## src/rtl/nvdla_dmaif_pkg.sv

```systemverilog
// Shared constants and helpers for the DMA-interface read-response path.
// Contents:
//   DMAIF_PD_W - default response payload width (data plus mask bits)
//   ARB_RR     - round-robin arbitration mode
//   ARB_FIXED  - fixed-priority arbitration mode, lowest index wins
//   COLL_W     - collision counter width
//   COLL_SAT   - collision counter saturation value
//   SRC_W()    - width of a port-index field, max(1, clog2(n))
package nvdla_dmaif_pkg;

    localparam int unsigned DMAIF_PD_W = 514;

    localparam int unsigned ARB_RR    = 0;
    localparam int unsigned ARB_FIXED = 1;

    localparam int unsigned       COLL_W   = 16;
    localparam logic [COLL_W-1:0] COLL_SAT = '1;

    function automatic int unsigned SRC_W(input int unsigned n);
        return (n <= 1) ? 1 : $clog2(n);
    endfunction

endpackage

```

## src/rtl/nvdla_dmaif_rsp_fifo.sv

```systemverilog
// Per-port read-response buffer: synchronous, non-fall-through FIFO with a
// registered occupancy count. A beat written at edge t is visible at the head
// after edge t.
// Ports:
//   clk_i    - core clock
//   rst_i    - asynchronous active-high reset
//   wr_en_i  - write strobe (caller guarantees !full_o)
//   wr_pd_i  - write payload
//   rd_pop_i - pop the head entry (ignored while empty)
//   rd_pd_o  - head payload
//   full_o   - buffer full, from the registered count
//   empty_o  - buffer empty, from the registered count
module nvdla_dmaif_rsp_fifo
    import nvdla_dmaif_pkg::*;
#(
    parameter int unsigned PD_W     = DMAIF_PD_W,
    parameter int unsigned IN_DEPTH = 2
) (
    input  logic            clk_i,
    input  logic            rst_i,
    input  logic            wr_en_i,
    input  logic [PD_W-1:0] wr_pd_i,
    input  logic            rd_pop_i,
    output logic [PD_W-1:0] rd_pd_o,
    output logic            full_o,
    output logic            empty_o
);

    localparam int unsigned PTR_W = $clog2(IN_DEPTH);
    localparam int unsigned CNT_W = PTR_W + 1;
    localparam logic [CNT_W-1:0] FULL_CNT = CNT_W'(IN_DEPTH);

    logic [PD_W-1:0]  mem_q [IN_DEPTH];
    logic [PTR_W-1:0] wr_ptr_q, wr_ptr_d;
    logic [PTR_W-1:0] rd_ptr_q, rd_ptr_d;
    logic [CNT_W-1:0] cnt_q, cnt_d;
    logic             pop_en;

    assign full_o  = (cnt_q == FULL_CNT);
    assign empty_o = (cnt_q == '0);
    assign pop_en  = rd_pop_i && !empty_o;
    assign rd_pd_o = mem_q[rd_ptr_q];

    // Pointers are PTR_W bits wide, so IN_DEPTH being a power of two makes
    // the natural overflow the modulo wrap.
    always_comb begin
        wr_ptr_d = wr_ptr_q;
        rd_ptr_d = rd_ptr_q;
        cnt_d    = cnt_q + CNT_W'(wr_en_i) - CNT_W'(pop_en);
        if (wr_en_i) begin
            wr_ptr_d = wr_ptr_q + PTR_W'(1);
        end
        if (pop_en) begin
            rd_ptr_d = rd_ptr_q + PTR_W'(1);
        end
    end

    always_ff @(posedge clk_i or posedge rst_i) begin
        if (rst_i) begin
            wr_ptr_q <= '0;
            rd_ptr_q <= '0;
            cnt_q    <= '0;
        end else begin
            wr_ptr_q <= wr_ptr_d;
            rd_ptr_q <= rd_ptr_d;
            cnt_q    <= cnt_d;
        end
    end

    // Storage needs no reset: an entry is only read after it has been written.
    always_ff @(posedge clk_i) begin
        if (wr_en_i) begin
            mem_q[wr_ptr_q] <= wr_pd_i;
        end
    end

endmodule

```

## src/rtl/nvdla_dmaif_rdrsp_arb.sv

```systemverilog
// DMA-interface read-response arbiter: buffers read-response beats from
// NUM_IF memory-interface ports, picks one beat per cycle (round-robin or
// fixed priority) and presents it through a registered output stage.
// Ports:
//   nvdla_core_clk    - core clock
//   nvdla_core_rst    - asynchronous active-high reset
//   if_rd_rsp_pd      - per-port payload, port i at [i*PD_W +: PD_W]
//   if_rd_rsp_valid   - per-port valid
//   if_rd_rsp_ready   - per-port ready (buffer not full, 0 during reset)
//   dmaif_rd_rsp_pd   - merged payload
//   dmaif_rd_rsp_pvld - merged valid
//   dmaif_rd_rsp_prdy - consumer ready
//   dmaif_rd_rsp_src  - port index of the current output beat
//   collision_cnt     - saturating count of cycles with >1 requesting port
module nvdla_dmaif_rdrsp_arb
    import nvdla_dmaif_pkg::*;
#(
    parameter int unsigned NUM_IF   = 2,
    parameter int unsigned PD_W     = DMAIF_PD_W,
    parameter int unsigned IN_DEPTH = 2,
    parameter int unsigned ARB_MODE = ARB_RR
) (
    input  logic                         nvdla_core_clk,
    input  logic                         nvdla_core_rst,
    input  logic [NUM_IF*PD_W-1:0]       if_rd_rsp_pd,
    input  logic [NUM_IF-1:0]            if_rd_rsp_valid,
    output logic [NUM_IF-1:0]            if_rd_rsp_ready,
    output logic [PD_W-1:0]              dmaif_rd_rsp_pd,
    output logic                         dmaif_rd_rsp_pvld,
    input  logic                         dmaif_rd_rsp_prdy,
    output logic [SRC_W(NUM_IF)-1:0]     dmaif_rd_rsp_src,
    output logic [COLL_W-1:0]            collision_cnt
);

    localparam int unsigned SW = SRC_W(NUM_IF);

    logic [NUM_IF-1:0] empty;
    logic [NUM_IF-1:0] full;
    logic [NUM_IF-1:0] wr_en;
    logic [NUM_IF-1:0] pop;
    logic [PD_W-1:0]   head_pd [NUM_IF];

    logic              can_load;
    logic              grant_any;
    logic              grant;
    logic              multi_req;
    logic [SW-1:0]     grant_idx;

    logic              pvld_q, pvld_d;
    logic [PD_W-1:0]   pd_q, pd_d;
    logic [SW-1:0]     src_q, src_d;
    logic [SW-1:0]     last_q, last_d;
    logic [COLL_W-1:0] coll_q, coll_d;

    assign if_rd_rsp_ready = ~full & {NUM_IF{~nvdla_core_rst}};
    assign wr_en           = if_rd_rsp_valid & if_rd_rsp_ready;

    for (genvar g = 0; g < NUM_IF; g++) begin : g_port
        nvdla_dmaif_rsp_fifo #(
            .PD_W     (PD_W),
            .IN_DEPTH (IN_DEPTH)
        ) u_fifo (
            .clk_i    (nvdla_core_clk),
            .rst_i    (nvdla_core_rst),
            .wr_en_i  (wr_en[g]),
            .wr_pd_i  (if_rd_rsp_pd[g*PD_W +: PD_W]),
            .rd_pop_i (pop[g]),
            .rd_pd_o  (head_pd[g]),
            .full_o   (full[g]),
            .empty_o  (empty[g])
        );
    end

    assign can_load = !pvld_q || dmaif_rd_rsp_prdy;

    // Requester selection. Loops run from lowest to highest priority so the
    // last match wins.
    always_comb begin
        int unsigned idx;
        logic        seen;
        grant_any = 1'b0;
        grant_idx = '0;
        multi_req = 1'b0;
        seen      = 1'b0;
        idx       = 0;
        if (ARB_MODE == ARB_FIXED) begin
            for (int i = NUM_IF - 1; i >= 0; i--) begin
                if (!empty[i]) begin
                    grant_any = 1'b1;
                    grant_idx = SW'(i);
                end
            end
        end else begin
            // Offset NUM_IF is the last granted port itself: lowest priority.
            for (int unsigned off = NUM_IF; off >= 1; off--) begin
                idx = (32'(last_q) + off) % NUM_IF;
                if (!empty[idx]) begin
                    grant_any = 1'b1;
                    grant_idx = SW'(idx);
                end
            end
        end
        for (int i = 0; i < NUM_IF; i++) begin
            if (!empty[i]) begin
                if (seen) begin
                    multi_req = 1'b1;
                end
                seen = 1'b1;
            end
        end
    end

    always_comb begin
        grant  = can_load && grant_any;
        pop    = '0;
        pvld_d = pvld_q;
        pd_d   = pd_q;
        src_d  = src_q;
        last_d = last_q;
        coll_d = coll_q;
        for (int i = 0; i < NUM_IF; i++) begin
            pop[i] = grant && (grant_idx == SW'(i));
        end
        if (grant) begin
            pvld_d = 1'b1;
            pd_d   = head_pd[grant_idx];
            src_d  = grant_idx;
            last_d = grant_idx;
        end else if (dmaif_rd_rsp_prdy) begin
            pvld_d = 1'b0;
        end
        if (can_load && multi_req && (coll_q != COLL_SAT)) begin
            coll_d = coll_q + COLL_W'(1);
        end
    end

    always_ff @(posedge nvdla_core_clk or posedge nvdla_core_rst) begin
        if (nvdla_core_rst) begin
            pvld_q <= 1'b0;
            pd_q   <= '0;
            src_q  <= '0;
            last_q <= SW'(NUM_IF - 1);
            coll_q <= '0;
        end else begin
            pvld_q <= pvld_d;
            pd_q   <= pd_d;
            src_q  <= src_d;
            last_q <= last_d;
            coll_q <= coll_d;
        end
    end

    assign dmaif_rd_rsp_pvld = pvld_q;
    assign dmaif_rd_rsp_pd   = pd_q;
    assign dmaif_rd_rsp_src  = src_q;
    assign collision_cnt     = coll_q;

endmodule

```

## config.mk

```make
export PLATFORM = sky130hd
export DESIGN_NAME = nvdla_dmaif_rdrsp_arb
export DESIGN_NICKNAME = d
export VERILOG_FILES = /design/src/rtl/nvdla_dmaif_pkg.sv /design/src/rtl/nvdla_dmaif_rsp_fifo.sv /design/src/rtl/nvdla_dmaif_rdrsp_arb.sv
export SDC_FILE = /design/constraint.sdc
export NUM_CORES = 2
export LEC_CHECK = 0
export CAP_MARGIN = 20
export CORE_AREA = 5 5 603 605
export CTS_CLUSTER_SIZE = 40
export DETAILED_ROUTE_END_ITERATION = 8
export DIE_AREA = 0 0 608 610
export PLACE_DENSITY_LB_ADDON = 0.15
export SYNTH_ARGS = -nofsm -noshare
export SYNTH_HDL_FRONTEND = slang
export SYNTH_SLANG_ARGS = --single-unit
```

## constraint.sdc

```tcl
create_clock -name nvdla_core_clk -period 28.5 [get_ports nvdla_core_clk]
set_clock_uncertainty 0.2 [all_clocks]
set_input_delay 4.275 -clock nvdla_core_clk [delete_from_list [all_inputs] [get_ports nvdla_core_clk]]
set_output_delay 4.275 -clock nvdla_core_clk [all_outputs]
set_load 0.03 [all_outputs]
```

After elaboration in Yosys (flattened, before gate mapping)

Memories as Yosys holds them, arrays and structs flattened.
Cells that the tools add are included.

Divide/modulo/power cells: 0
Magnitude comparators: 3
Multiply operators: 0
Eq/ne operators: 3
Add/subtract/negate cells: 11
Bitwise gates (word level): 6
Shift-type cells: 0
Muxes and demuxes: 19
Reduce and logical (&&, ||, !) cells: 14

Operators by type and width:

| operator                                                                     | count |
|---|---|
| 514-bit two-way mux                                                          | 3 |
| 16-bit by 1-bit adder with 16-bit output, second input constant              | 1 |
| 1-bit two-way mux                                                            | 16 |
| 16-bit != test, second input constant                                        | 1 |
| 1-bit logical AND                                                            | 7 |
| 1-bit adder, second input constant                                           | 6 |
| 2-bit by 1-bit adder with 2-bit output                                       | 2 |
| 2-bit bitwise AND                                                            | 2 |
| 2-bit equality test, second input constant                                   | 2 |
| 2-bit zero test                                                              | 2 |
| 1-bit by 2-bit less-than comparator with 1-bit output, second input constant | 2 |
| 2-bit by 1-bit subtractor with 2-bit output                                  | 2 |
| 1-bit zero test                                                              | 3 |
| 2-bit >= comparator, second input constant                                   | 1 |
| 1-bit inverter                                                               | 2 |
| 1-bit inverter with 2-bit output                                             | 1 |
| 2-bit inverter                                                               | 1 |
| 2-bit nonzero test                                                           | 1 |
| 1-bit logical OR                                                             | 1 |

Bits in writable memories: 2056
Memories: 2
Latch bits: 0
ROM bits: 0
Bits of input ports: 1033
Bits in registers: 541

Memory list:

| memory                 | depth | bits a word | read ports | clocked after memory_dff | write ports | RTL line                   | source |
|---|---|---|---|---|---|---|---|
| g_port[0].u_fifo.mem_q | 2     | 514         | 1          | 0                        | 1           | nvdla_dmaif_rsp_fifo.sv:33 | `logic [PD_W-1:0] mem_q [IN_DEPTH];` |
| g_port[1].u_fifo.mem_q | 2     | 514         | 1          | 0                        | 1           | nvdla_dmaif_rsp_fifo.sv:33 |  |

Depth between registers and ports, before layout

Depth in word-level cells: 9
Gate-level depth with buffers: 12
Gate-level depth less buffers: 10

By module

A second synthesis with hierarchy kept.

Cell total of the unflattened synthesis: 5039
Area total of the unflattened synthesis: 98984.9 um2

By module, submodules not included:

| module                | cells each | times used | area an instance (um2) |
|---|---|---|---|
| nvdla_dmaif_rsp_fifo  | 1617       | 2          | 38704.6 |
| nvdla_dmaif_rdrsp_arb | 1805       | 1          | 21575.7 |

Worst setup path before layout

No wires, ideal clock.

Kind: input to register
Start: in nvdla_core_rst
End: mem g_port[0].u_fifo.mem_q[0][0] (netlist name), enable pin
Required time: 26.894 ns
Setup time: 1.406 ns
Buffers on the path: 0
Data arrival time: 26.340 ns
Stages: 3
Slack: 0.553 ns
Cells stage by stage: a21oi_1 nand2_1 nor2_1

Cells in the longest elaborated chain, start to end: 5

RTL lines:

| element                                 | RTL line                    | source |
|---|---|---|
| start: declaration                      | nvdla_dmaif_rdrsp_arb.sv:24 | `input logic nvdla_core_rst,` |
| 1-bit inverter                          | nvdla_dmaif_rdrsp_arb.sv:55 | `assign if_rd_rsp_ready = ~full & {NUM_IF{~nvdla_core_rst}};` |
| 2-bit bitwise AND                       | nvdla_dmaif_rdrsp_arb.sv:55 |  |
| 2-bit bitwise AND                       | nvdla_dmaif_rdrsp_arb.sv:56 | `assign wr_en = if_rd_rsp_valid & if_rd_rsp_ready;` |
| 1-bit two-way mux                       | nvdla_dmaif_rsp_fifo.sv:72  | `if (wr_en_i) begin` |
| 1-bit two-way mux (not written as such) | nvdla_dmaif_rsp_fifo.sv:73  | `mem_q[wr_ptr_q] <= wr_pd_i;` |
| end: declaration                        | nvdla_dmaif_rsp_fifo.sv:33  |  |

Every way passes these cells.

Final worst setup path

Start: in nvdla_core_rst
End: out if_rd_rsp_ready[1]

Cells in the longest elaborated chain, start to end: 2

RTL lines:

| element           | RTL line                    | source |
|---|---|---|
| 1-bit inverter    | nvdla_dmaif_rdrsp_arb.sv:55 |  |
| 2-bit bitwise AND | nvdla_dmaif_rdrsp_arb.sv:55 |  |
| end: declaration  | nvdla_dmaif_rdrsp_arb.sv:27 | `output logic [NUM_IF-1:0] if_rd_rsp_ready,` |

Every way passes these cells.

==> metrics <==
Post-Synth Adder-Cell Area=0.06647%; Worst EP arrival=5920 ps; nets=7,750; Final min period=10,400 ps; CTS sink cnt=2,597; global-route usage over all layers=17.78%; Req. time, crit path=24,020 ps; Post-Syn Area per Cell=18.69 sq um; Fin Setup TNS=0 ps; Clock Latency Late Sink=900 ps; clock root buffer=clkbuf_16; top layer in use=met5; Yosys reg bits=2,597; non-filler cells, final=11,811; DRC Markers=0; crit path kind=input pin to primary output; vias per cell=4.563; Die Y-Extent=610 microns; antenna violations before repair=252; fin. max-slew vios=0; Gate power share=32.1%; synthesized-area fraction occupied by xor and xnor cells=0.2047%; largest net degree at the start of global routing=137; synthesized instance count=5,036; unrepaired setup endpoints after global routing=false; # Max-Cap Violations=0; met3 WL=24,820 microns; GR Overflow Total=0; post-CTS setup buffers=0; DP Wirelength=234,500 microns; Iteration-0 DRC Markers=3,998; largest buffer count on any clock path=4; commonest cells after routing, fill and taps aside=edfxtp_1, clkdlybuf4s50_1, mux2i_1; unique cell type count in the Yosys netlist=37; layout cell share with drive strength beyond 1=7.910%; row count=220; Seq/Total Area, Yosys=79.98%; Worst Hold Class=flip-flop to flip-flop; vias=53,899; Clk pwr share=28.8%; cts hold-fix bufs=0; power density over the cells=108.1 nW/um^2; Lkg Pwr=45.14 nW; status=completed; cell area after synthesis=94,120 sq um; most common cell after layout, fill and taps aside=edfxtp_1; worst-margin pin slew=1279 ps; Wirelength per Cell=29.16 microns; Routed Antenna Nets=0; cells on worst reg2reg path=8; Critical Path End Type=primary output; core area=357,600 sq um; # placed instances=11,180; final-report hold violation count=0; fin crit share=36.48%; TritonCTS Buffers=303; FMAX=96.18 MHz; synthesized-area fraction occupied by and/or/nand/nor cells=2.388%; Synthesized Nets=6,074; vias in the first global route=55,383; crit path launch type=input pin; Rel. slew slack=14.73%; H-tree Lvls=5; metal2 WL=173,500 microns; largest family of logic cells by synthesized area=multiplexers; WL met1=134,400 microns; CTS tree=built; die width=608 microns; hold path depth=2; switching pwr=0.004754 W; Setup violations, final=0; number of gates resized after cts=0; DIE AREA=370,900 sq um; Yosys warning total=0; Final GP Congestion=0.8156; Max rail drop VDD=75.26 uV; DRT Wirelength=344,400 microns; CP max FO=3; Sw Share=35.08%; P_int=0.008797 W; Initial DRT Pass Iterations=5; clock slew at reported path FFs=50 ps; P&R area growth vs syn=33.20%; area fraction in compound gates after synthesis=4.811%; mux contribution to synthesized area=10.94%; PortBufs=1,566; global-route wire length before repair=466,400 microns; Reg power frac=39.1%; Initial Utilization=26.32%; flop-to-flop setup slack=22,840 ps; # IOs=1,567
critical path, stage by stage:
cell and delay, ps:
clkdlybuf4s50_1 540, a21oi_1 350, clkdlybuf4s50_1 750
cells by family after synthesis:
logic type,after synthesis
DFF,2597
muxes,1029
AOI/OAI and AO/OA,519
adders and majority gates,5
xor gates and xnor gates,22
and+or+nand+nor,567
buffers and inverters,297
synthesized netlist by cell type (all sizes together):
| library cell | n | area [sq um] |
|---|---|---|
| nand3 | 6 | 35.03 |
| dfrtp | 540 | 13510 |
| nand2b | 2 | 12.51 |
| and3 | 2 | 12.51 |
| xor2 | 5 | 43.79 |
| clkbuf | 46 | 172.7 |
| mux2i | 1028 | 10290 |
| dfstp | 1 | 26.28 |
| edfxtp | 2056 | 61740 |
| and3b | 1 | 8.760 |
| and4 | 1 | 8.760 |
| ha | 5 | 62.56 |
| inv | 11 | 41.29 |
| nor4 | 4 | 46.29 |
| buf | 240 | 1294 |
| xnor2 | 17 | 148.9 |
| and2b | 1 | 7.510 |
| nor3 | 1 | 5.000 |
| or3 | 1 | 11.26 |
| a31oi | 1 | 6.260 |
| o21ai | 2 | 10.01 |
| mux2 | 1 | 11.26 |
| nand2 | 530 | 1989 |
| nor2b | 1 | 6.260 |
| a21oi | 2 | 10.01 |
| nand4 | 7 | 56.30 |
| o221ai | 514 | 4502 |
| nor2 | 10 | 47.55 |
state kept, by name, summed over array words and instances (netlist names):
name and flops:
last_q 1, g_port.u_fifo.mem_q 2056, collision_cnt 16, dmaif_rd_rsp_pvld 1, dmaif_rd_rsp_src 1, g_port.u_fifo.cnt_q 4
dmaif_rd_rsp_pd 514, g_port.u_fifo.rd_ptr_q 2, g_port.u_fifo.wr_ptr_q 2
cell type report:
class                      count  area (sq um)
antenna                       72         180.2
tap                         4773          5972
timing repair buffer        1657         16520
clock inverter               132          1478
sequential                  2597         75290
clock buffer                 427          8503
inverter                      11         48.80
multi-input combinational   2142         17380
fill                       33869        232200
stage by stage:
stage          power [W]  setup slack [ps]  util [%]  area [sq um]  hold slack, ps
3_3_place_gp    0.009789             18150     32.22        115200           251.1
6_report         0.01355             18100     35.06        125400           261.3
5_1_grt          0.01414             18070     35.03        125300           304.2
4_1_cts          0.01379             18120     35.01        125200           265.8
3_5_place_dp    0.009825             18140     32.22        115200           260.1
2_1_floorplan   0.008034             553.5         -         94120           236.8
power groups by stage:
stage | Combinational, W | Clock, W | Sequential (W)
6_report | 0.00435 | 0.00390 | 0.00530
3_5_place_dp | 0.00445 | 0 | 0.00538
5_1_grt | 0.00459 | 0.00418 | 0.00537
2_1_floorplan | 0.00178 | 0 | 0.00626
4_1_cts | 0.00446 | 0.00402 | 0.00531
3_3_place_gp | 0.00442 | 0 | 0.00537
final timing paths:
check | start | end
min | last_q$_DFFE_PP1P_ | last_q$_DFFE_PP1P_
max reg2reg | g_port[0].u_fifo.cnt_q[0]$_DFF_PP0_ | g_port[0].u_fifo.mem_q[1][425]$_DFFE_PP_
max in group asynchronous | nvdla_core_rst | dmaif_rd_rsp_pd[457]$_DFFE_PP0P_
min in group asynchronous | nvdla_core_rst | dmaif_rd_rsp_pd[147]$_DFFE_PP0P_
max | nvdla_core_rst | if_rd_rsp_ready[1]
min reg2reg | last_q$_DFFE_PP1P_ | last_q$_DFFE_PP1P_
per-layer routing:
metal / vias to the layer above / GRT usage, %
met5: - / 0
met4: 100 / 5.591
met3: 741 / 5.379
met2: 1886 / 30.94
met1: 27735 / 21.03
li1: 23437 / -
Power figures use the tool's default switching activity.
